**src/rtl/fcpu_pkg.sv**
```systemverilog
// fcpu_pkg: shared core types and constants, including the CDB result word and unit indices.
package fcpu_pkg;
  localparam int RSV_ID_W = 8;
  localparam int DATA_W = 32;
  localparam int CDB_W = RSV_ID_W + DATA_W;
  localparam int CDB_UNITS_MAX = 8;
  localparam int UNIT_ALU = 0;
  localparam int UNIT_MMU = 1;
  typedef struct packed {
    logic [RSV_ID_W-1:0] rsv_id;
    logic [DATA_W-1:0] data;
  } cdb_t;
  // index width that stays legal for a single-entry range
  function automatic int idx_w(input int n);
    return n > 1 ? $clog2(n) : 1;
  endfunction
endpackage

```
**src/rtl/cdb_arbiter_if.sv**
```systemverilog
// cdb_arbiter_if: unit request/grant and CDB broadcast bundle; stats ports under CDB_ARB_STATS_EN.
interface cdb_arbiter_if #(
  parameter int N_UNITS = 2,
  parameter int CDB_W = fcpu_pkg::CDB_W
);
  localparam int IDX_W = fcpu_pkg::idx_w(N_UNITS);
  logic [N_UNITS-1:0] unit_valid;
  logic [N_UNITS*CDB_W-1:0] unit_cdb;
  logic [N_UNITS-1:0] unit_ready;
  logic [N_UNITS-1:0] unit_en_mask;
  logic flush;
  logic [CDB_W-1:0] cdb;
  logic cdb_valid;
  logic [IDX_W-1:0] cdb_src;
`ifdef CDB_ARB_STATS_EN
  logic stat_clear;
  logic [N_UNITS*16-1:0] stat_conflicts;
  modport master (
    output unit_valid, unit_cdb, unit_en_mask, flush, stat_clear,
    input unit_ready, cdb, cdb_valid, cdb_src, stat_conflicts
  );
  modport slave (
    input unit_valid, unit_cdb, unit_en_mask, flush, stat_clear,
    output unit_ready, cdb, cdb_valid, cdb_src, stat_conflicts
  );
`else
  modport master (
    output unit_valid, unit_cdb, unit_en_mask, flush,
    input unit_ready, cdb, cdb_valid, cdb_src
  );
  modport slave (
    input unit_valid, unit_cdb, unit_en_mask, flush,
    output unit_ready, cdb, cdb_valid, cdb_src
  );
`endif
endinterface

```
**src/rtl/cdb_arbiter_rr_pick.sv**
```systemverilog
// rr_pick: combinational circular first-one finder starting at ptr, one-hot result.
module rr_pick
  import fcpu_pkg::*;
#(
  parameter int N = 2
) (
  input  logic [N-1:0]          req,
  input  logic [idx_w(N)-1:0]   ptr,
  output logic [N-1:0]          gnt
);
  localparam int IW = idx_w(N);
  function automatic logic [IW-1:0] wrap(input logic [IW-1:0] p, input int k);
    int s;
    s = int'(p) + k;
    return IW'(s >= N ? s - N : s);
  endfunction
  // scan farthest-first so the nearest requester from ptr is the last writer
  always_comb begin
    gnt = '0;
    for (int k = N - 1; k >= 0; k--)
      if (req[wrap(ptr, k)]) begin
        gnt = '0;
        gnt[wrap(ptr, k)] = 1'b1;
      end
  end
endmodule

```
**src/rtl/cdb_arbiter.sv**
```systemverilog
// cdb_arbiter: round-robin CDB arbiter with registered broadcast stage, flush and enable mask.
// Optional per-unit conflict counters when CDB_ARB_STATS_EN is defined.
module cdb_arbiter
  import fcpu_pkg::*;
#(
  parameter int N_UNITS = 2,
  parameter int CDB_W = fcpu_pkg::CDB_W
) (
  input logic clk,
  input logic rst,
  cdb_arbiter_if.slave bus
);
  localparam int IDX_W = idx_w(N_UNITS);
  logic [N_UNITS-1:0] elig, gnt;
  logic [IDX_W-1:0] rr_ptr, gnt_idx, src_q;
  logic [CDB_W-1:0] sel, cdb_q;
  logic cdb_valid_q, xfer;
  assign elig = bus.unit_valid & bus.unit_en_mask & {N_UNITS{~bus.flush & ~rst}};
  rr_pick #(.N(N_UNITS)) u_pick (.req(elig), .ptr(rr_ptr), .gnt(gnt));
  assign xfer = |gnt;
  always_comb begin
    gnt_idx = '0;
    sel = '0;
    for (int i = 0; i < N_UNITS; i++)
      if (gnt[i]) begin
        gnt_idx = IDX_W'(i);
        sel = bus.unit_cdb[i*CDB_W +: CDB_W];
      end
  end
  // flush and rst both empty the grant, so the broadcast stage sees no transfer
  always_ff @(posedge clk)
    if (rst) begin
      cdb_q <= '0;
      cdb_valid_q <= 1'b0;
      src_q <= '0;
      rr_ptr <= '0;
    end else begin
      cdb_valid_q <= xfer;
      if (xfer) begin
        cdb_q <= sel;
        src_q <= gnt_idx;
        rr_ptr <= gnt_idx == IDX_W'(N_UNITS - 1) ? '0 : gnt_idx + IDX_W'(1);
      end
    end
  assign bus.unit_ready = gnt;
  assign bus.cdb = cdb_q;
  assign bus.cdb_valid = cdb_valid_q;
  assign bus.cdb_src = src_q;
`ifdef CDB_ARB_STATS_EN
  logic [15:0] conf_cnt [N_UNITS];
  always_ff @(posedge clk)
    for (int i = 0; i < N_UNITS; i++)
      if (rst || bus.stat_clear) conf_cnt[i] <= '0;
      else if (bus.unit_valid[i] && bus.unit_en_mask[i] && !gnt[i] && !bus.flush && conf_cnt[i] != 16'hFFFF)
        conf_cnt[i] <= conf_cnt[i] + 16'd1;
  for (genvar g = 0; g < N_UNITS; g++) begin : g_stat
    assign bus.stat_conflicts[g*16 +: 16] = conf_cnt[g];
  end
`endif
endmodule
```
**src/flat_wrapper.sv**
```systemverilog
// flat-port wrapper written by rule: the top's interface ports become plain ports
module cdb_arbiter_flat import fcpu_pkg::*;
#(
  parameter int N_UNITS = 2,
  parameter int CDB_W = fcpu_pkg::CDB_W
)
  (clk, rst, bus_unit_valid, bus_unit_cdb, bus_unit_en_mask, bus_flush, bus_unit_ready, bus_cdb, bus_cdb_valid, bus_cdb_src);
  cdb_arbiter_if #(.N_UNITS(N_UNITS), .CDB_W(CDB_W)) bus_i ();
  input logic clk;
  input logic rst;
  input wire logic [$bits(bus_i.unit_valid)-1:0] bus_unit_valid;
  input wire logic [$bits(bus_i.unit_cdb)-1:0] bus_unit_cdb;
  input wire logic [$bits(bus_i.unit_en_mask)-1:0] bus_unit_en_mask;
  input wire logic [$bits(bus_i.flush)-1:0] bus_flush;
  output wire logic [$bits(bus_i.unit_ready)-1:0] bus_unit_ready;
  output wire logic [$bits(bus_i.cdb)-1:0] bus_cdb;
  output wire logic [$bits(bus_i.cdb_valid)-1:0] bus_cdb_valid;
  output wire logic [$bits(bus_i.cdb_src)-1:0] bus_cdb_src;
  assign bus_i.unit_valid = bus_unit_valid;
  assign bus_i.unit_cdb = bus_unit_cdb;
  assign bus_i.unit_en_mask = bus_unit_en_mask;
  assign bus_i.flush = bus_flush;
  assign bus_unit_ready = bus_i.unit_ready;
  assign bus_cdb = bus_i.cdb;
  assign bus_cdb_valid = bus_i.cdb_valid;
  assign bus_cdb_src = bus_i.cdb_src;
  cdb_arbiter #(.N_UNITS(N_UNITS), .CDB_W(CDB_W)) u_core (.clk(clk), .rst(rst), .bus(bus_i));
endmodule
```
**config.mk**
```make
export PLATFORM = sky130hd
export DESIGN_NAME = cdb_arbiter_flat
export DESIGN_NICKNAME = d
export VERILOG_FILES = /design/src/rtl/fcpu_pkg.sv /design/src/rtl/cdb_arbiter_if.sv /design/src/rtl/cdb_arbiter_rr_pick.sv /design/src/rtl/cdb_arbiter.sv /design/src/flat_wrapper.sv
export SDC_FILE = /design/constraint.sdc
export NUM_CORES = 1
export LEC_CHECK = 0
export CAP_MARGIN = 30
export CORE_ASPECT_RATIO = 0.5
export CORE_MARGIN = 5
export CORE_UTILIZATION = 38
export CTS_BUF_LIST = sky130_fd_sc_hd__clkbuf_8 sky130_fd_sc_hd__clkbuf_16
export DETAILED_ROUTE_END_ITERATION = 16
export PLACE_DENSITY = 0.86
export SLEW_MARGIN = 20
export SYNTH_ARGS = -nofsm -noshare
export SYNTH_HDL_FRONTEND = slang
export SYNTH_SLANG_ARGS = --single-unit
```
**constraint.sdc**
```tcl
create_clock -name clk -period 2.4 [get_ports clk]
set_input_delay 0.24 -clock clk [delete_from_list [all_inputs] [get_ports clk]]
set_output_delay 0.24 -clock clk [all_outputs]
set_load 0.01 [all_outputs]
```
==> metrics.cfg, run 1 <==
[finish]
design_area_mm2=0.00335
drive_gt1_share_pct=16.0
diodes=0
area_growth_pct=75.1
regArea_um2=861
nNetsFinal=374
n_fill_cell=398
final_common_cell=clkdlybuf4s50_1
layout_common_cells=clkdlybuf4s50_1 (130), dfxtp_1 (43), o221a_2 (29), o31a_1 (20), o2bb2ai_1 (18)
multiInputGateArea_um2=940
fin_cells=358

[placed_design]
place_inst=350
numPortBuffers=130
routabilityCongestion=0.768
place_hpwl_um=5090
dpl_cell_area_mm2=0.00326

[die]
die_area_mm2=0.00664
fp.dieW_um=110
core.rowCount=18
ios=131
die_h_um=60.2
core_mm2=0.00491
start_util_pct=39.0

[setup_path]
slowest_stage=clkdlybuf4s50_1
r2r_end=u_core.bus.cdb[36]
worstSetupStartpointType=input pin
end_kind=output pin
crit_fanout=5
cpMostUsedCell=clkdlybuf4s50_1
crit_arrival_ns=1.85
crit_path_start=rst
crit_required_ns=2.16
crit_chain=clkdlybuf4s50_1, nand4bb_4, or2_1, inv_1, clkdlybuf4s50_1
r2r-start=u_core.rr_ptr
worst_path_largest_cell_delay_ns=0.52
reg2reg_depth=4
critPathKind=in2out
r2r_slack_ns=0.99

[power_and_ir_drop]
p_leak_nw=1.18
p_per_area_mw_per_mm2=496
vdd.ir_drop.worst_v=0.000229

[global_routing]
grt_max_degree=42
grt_use_met3_pct=4.10
grt_pass1_wl_um=10300
overflow=0
grt_most_used_layer=met2
use_met1_pct=23.8
track_usage_pct=20.1
antenna_found_initial=0
globalRouteMet2Util_pct=36.8
grt_pass1_vias=2045

[drt]
routed_wl_um=6950
antenna_left=0
drtIter0Drc=92
drt-pass1-iter-count=4
drc=0
routed_wire_length_per_instance_um=19.4
vias_per_cell=5.56
num_vias=1990

[synth]
synth_compound_area_share_pct=45.4
syn_area_per_cell_um2=11.7
synth.cell_area_mm2=0.00191
synth_xor_area_share_pct=0
yosysSeqAreaShare_pct=45.0
synth-simple-area-share_pct=3.14
synth_warnings=0
synth_cells=164
synthAdderAreaFrac_pct=0
synth_mux_area_share_pct=0
syn-num-nets=251
synth_top_family_by_area=compound AO/OA/AOI/OAI gates
synth_cell_type_count=26
ys_ff_latch=43

[sta]
period_minus_slack_ns=2.09
slew_headroom_pct=69.1
fin_skew_ns=0.00920
finalCritPeriodShare_pct=87.3
rsz0062_at_grt=no
drv_slew=0
worstMarginPinSlew_ns=0.464
timing.setup.tns_ns=0
finalHoldViolations=0
setup_viol_count_final=0
max_freq_ghz=0.477

[job]
cap_violations=0

[cts]
cts_tree=done
cts_max_level=2
cts_buffers=5
worstSkewPairLatency_ns=0.29
cts_sinks=43
cts.reportedPaths.clkPinSlew_ns=0.08
cts_root_buf=clkbuf_8
hold_buffers=0
cts_buffer_depth=2
cts_setup_buffers=0
ctsResizeCount=0

[run_status]
status=complete, no violations

[worst_hold_path]
hold_class=reg2reg
min_from=u_core.bus.cdb_src
whs_endpoint=u_core.bus.cdb_src
holdPathStages=2

## cell families after synthesis
family	after synthesis
AND/OR/NAND/NOR	7
AO/OA/AOI/OAI	88
flip-flops	43
buffers and inverters	26
## area by class of cell
cell class                      count  area share [%]
Timing Repair Buffer              138            40.6
Multi-Input combinational cell     95            28.1
Sequential cell                    43            25.7
Tap cell                           70            2.61
Clock buffer                        5            2.05
Clock inverter                      3           0.486
Inverter                            4           0.448
## routing by layer
| layer | wire length (um) | share of wire (%) | vias to the layer above |
|---|---|---|---|
| li1 | - | - | 938 |
| met1 | 2860 | 41 | 981 |
| met2 | 3680 | 53 | 54 |
| met3 | 257 | 3.7 | 17 |
| met4 | 150 | 2.2 | 0 |
| met5 | 0 | 0 | - |
## synthesized netlist by cell type, drive strengths merged
cell type	count	share of area (%)
a2111o	2	1.2
a21oi	1	0.26
a22oi	1	0.39
a311oi	1	0.46
a31oi	1	0.33
and2	1	0.33
and3	1	0.33
buf	9	3.1
clkbuf	13	2.6
clkinv	1	0.20
dfxtp	43	45
inv	3	0.59
nand2	1	0.20
nand4bb	1	1.4
nor2	1	0.20
o2111a	2	1.2
o2111ai	1	0.78
o21ai	1	0.26
o21bai	2	0.78
o221a	38	22
o2bb2ai	18	8.2
o31a	20	9.2
or2	2	0.65
## where the power goes
part	internal (W)	leakage (nW)	total [W]	switching [W]
logic	0.000278	0.781	0.000424	0.000146
clock network	0.000199	0.0453	0.000448	0.000249
registers	0.000762	0.353	0.000790	0.0000278
total	0.00124	1.18	0.00166	0.000423
## worst max-delay path by stage
stage,to,slack (ns)
final,bus_unit_ready[0],0.31
after global routing,bus_unit_ready[0],0.25
after CTS,bus_unit_ready[0],0.34
after detailed placement,bus_unit_ready[0],0.34
after global placement,bus_unit_ready[0],0.38
after floorplan,bus_unit_ready[0],1.10
## worst max-delay path, delay by kind of cell
kind | cells | cell delay [ns]
buffers and inverters | 3 | 1.09
and+or+nand+nor | 2 | 0.52
## state kept, by name, indices dropped and copies added (netlist names)
signal / flops
u_core.bus.cdb: 40
u_core.bus.cdb_src: 1
u_core.bus.cdb_valid: 1
u_core.rr_ptr: 1
## through the flow
| stage | total power (W) | hold slack [ns] | utilization [%] | worst slack (ns) |
|---|---|---|---|---|
| final | 0.00166 | 0.498 | 68.2 | 0.306 |
| after global routing | 0.00173 | 0.524 | 68.2 | 0.250 |
| after CTS | 0.00167 | 0.497 | 68.2 | 0.335 |
| after detailed placement | 0.00123 | 0.484 | 66.5 | 0.342 |
| after global placement | 0.00122 | 0.484 | 66.5 | 0.377 |
| after floorplan | 0.000952 | 0.309 | - | 1.10 |
Power figures use the tool's default switching activity.
==> run 2, diff against run 1 <==
--- a/config.mk
+++ b/config.mk
@@ -11,7 +11,7 @@
 export CORE_UTILIZATION = 38
 export CTS_BUF_LIST = sky130_fd_sc_hd__clkbuf_8 sky130_fd_sc_hd__clkbuf_16
 export DETAILED_ROUTE_END_ITERATION = 16
-export PLACE_DENSITY = 0.86
+export PLACE_DENSITY = 0.89
 export SLEW_MARGIN = 20
 export SYNTH_ARGS = -nofsm -noshare
 export SYNTH_HDL_FRONTEND = slang
==> metrics.cfg, run 2 (same netlist as run 1, synthesis figures left out) <==
[drt]
vias_per_cell=5.57  ; was 5.56
routed_wire_length_per_instance_um=19.8  ; was 19.4 um
routed_wl_um=7100  ; was 6950 um
num_vias=1993  ; was 1990
antenna_left=0  ; unchanged
drc=0  ; unchanged
drt-pass1-iter-count=4  ; unchanged
drtIter0Drc=87  ; was 92

[run_status]
status=complete, no violations  ; unchanged

[global_routing]
antenna_found_initial=0  ; unchanged
grt_max_degree=42  ; unchanged
grt_pass1_wl_um=10800  ; was 10300 um
grt_pass1_vias=2112  ; was 2045
track_usage_pct=21.1  ; was 20.1%
overflow=0  ; unchanged

[die]
start_util_pct=39.0  ; unchanged
die_h_um=60.2  ; unchanged
core_mm2=0.00491  ; unchanged
core.rowCount=18  ; unchanged
ios=131  ; unchanged
fp.dieW_um=110  ; unchanged
die_area_mm2=0.00664  ; unchanged

[cts]
cts_sinks=43  ; unchanged
cts_tree=done  ; unchanged
hold_buffers=0  ; unchanged
cts.reportedPaths.clkPinSlew_ns=0.08  ; about the same
ctsResizeCount=0  ; unchanged
cts_root_buf=clkbuf_8  ; unchanged
cts_setup_buffers=0  ; unchanged
cts_buffer_depth=2  ; unchanged
worstSkewPairLatency_ns=0.30  ; was 0.29 ns
cts_max_level=2  ; unchanged
cts_buffers=5  ; unchanged

[setup_path]
crit_family=buffers and inverters  ; unchanged
critPathKind=in2out  ; unchanged
worstSetupStartpointType=input pin  ; unchanged
worst_path_largest_cell_delay_ns=0.53  ; was 0.52 ns
crit_arrival_ns=1.86  ; was 1.85 ns
crit_fanout=5  ; unchanged
cp_num_buf_inv=3  ; unchanged
crit_required_ns=2.16  ; about the same
cpMostUsedCell=clkdlybuf4s50_1  ; unchanged
crit_chain=clkdlybuf4s50_1, nand4bb_4, or2_1, inv_1, clkdlybuf4s50_1  ; unchanged
end_kind=output pin  ; unchanged
slowest_stage=clkdlybuf4s50_1  ; unchanged

[sta]
timing.setup.tns_ns=0  ; unchanged
worstMarginPinSlew_ns=0.489  ; was 0.464 ns
fin_skew_ns=0.00411  ; was 0.00920 ns
rsz0062_at_grt=no  ; unchanged
finalCritPeriodShare_pct=87.4  ; was 87.3%
max_freq_ghz=0.477  ; about the same
setup_viol_count_final=0  ; unchanged
finalHoldViolations=0  ; unchanged
slew_headroom_pct=67.4  ; was 69.1%
period_minus_slack_ns=2.10  ; was 2.09 ns
drv_slew=0  ; unchanged

[placed_design]
dpl_cell_area_mm2=0.00326  ; unchanged
place_hpwl_um=5160  ; was 5090 um
routabilityCongestion=0.864  ; was 0.768
numPortBuffers=130  ; unchanged

[power_and_ir_drop]
p_leak_nw=1.19  ; was 1.18 nW
p_per_area_mw_per_mm2=514  ; was 496 mW/mm2
vdd.ir_drop.worst_v=0.000234  ; was 0.000229 V

[finish]
layout_common_cells=clkdlybuf4s50_1 (130), dfxtp_1 (43), o221a_2 (29), o31a_1 (20), o2bb2ai_1 (18)  ; unchanged
design_area_mm2=0.00336  ; was 0.00335 mm2
largest_reg_flops=40  ; unchanged
nNetsFinal=374  ; unchanged
area_growth_pct=75.9  ; was 75.1%
final_common_cell=clkdlybuf4s50_1  ; unchanged
diodes=0  ; unchanged
drive_gt1_share_pct=16.0  ; unchanged
utilization_pct=68.5  ; was 68.2%

[job]
cap_violations=0  ; unchanged

[worst_hold_path]
hold_class=reg2reg  ; unchanged

-- run 2: cell types whose count changed in the layout (fill, tap and decap cells not counted), sizes merged --
cell and delta:
clkinvlp -1, clkinv -1, clkbuf +2
-- run 2: tightest hold or removal path, cell delays in order, from the launching register on --
cell     delay [ns]
dfxtp_1        0.32
o21ai_0        0.07
a21oi_1        0.06
-- run 2: cell type report --
type,instances,area [um2]
flip-flops and latches,43,861
well taps,70,87.6
repair buffers,138,1360
clock inverters,1,3.75
clock buffers,7,96.3
multi-input cells,95,940
inverters,4,15.0
fillers,377,1550
-- run 2: where the power goes --
group	internal (W)	switching, W
combinational	0.000278	0.000148
clock	0.000259	0.000254
sequential	0.000762	0.0000279
-- run 2: worst paths after layout --
check / slack (ns) / to / depth (start not counted) / from
worst max-delay path: 0.30 / bus_unit_ready[0] / 5 / rst
worst max register to register: 0.94 / u_core.bus.cdb[24] / 4 / u_core.rr_ptr
worst min-delay path: 0.50 / u_core.bus.cdb_src / 2 / u_core.bus.cdb_src
worst min register to register: 0.50 / u_core.bus.cdb_src / 2 / u_core.bus.cdb_src
-- run 2: layer usage --
layer	global-route usage (%)	vias up	wire length, um
met1	23.4	984	2750
met3	5.18	15	343
li1	-	936	-
met4	7.19	0	155
met5	0	-	0
met2	40.0	58	3860
-- run 2: stage by stage --
| stage | worst slack, ns | hold WS [ns] | power [W] | std cells |
|---|---|---|---|---|
| 6_report | 0.303 | 0.497 | 0.00173 | 358 |
| 3_5_place_dp | 0.316 | 0.484 | 0.00123 | 350 |
| 4_1_cts | 0.307 | 0.498 | 0.00174 | 358 |
| 3_3_place_gp | 0.336 | 0.487 | 0.00122 | 350 |
| 2_1_floorplan | 1.10 | 0.309 | 0.000952 | 164 |
| 5_1_grt | 0.265 | 0.515 | 0.00179 | 358 |
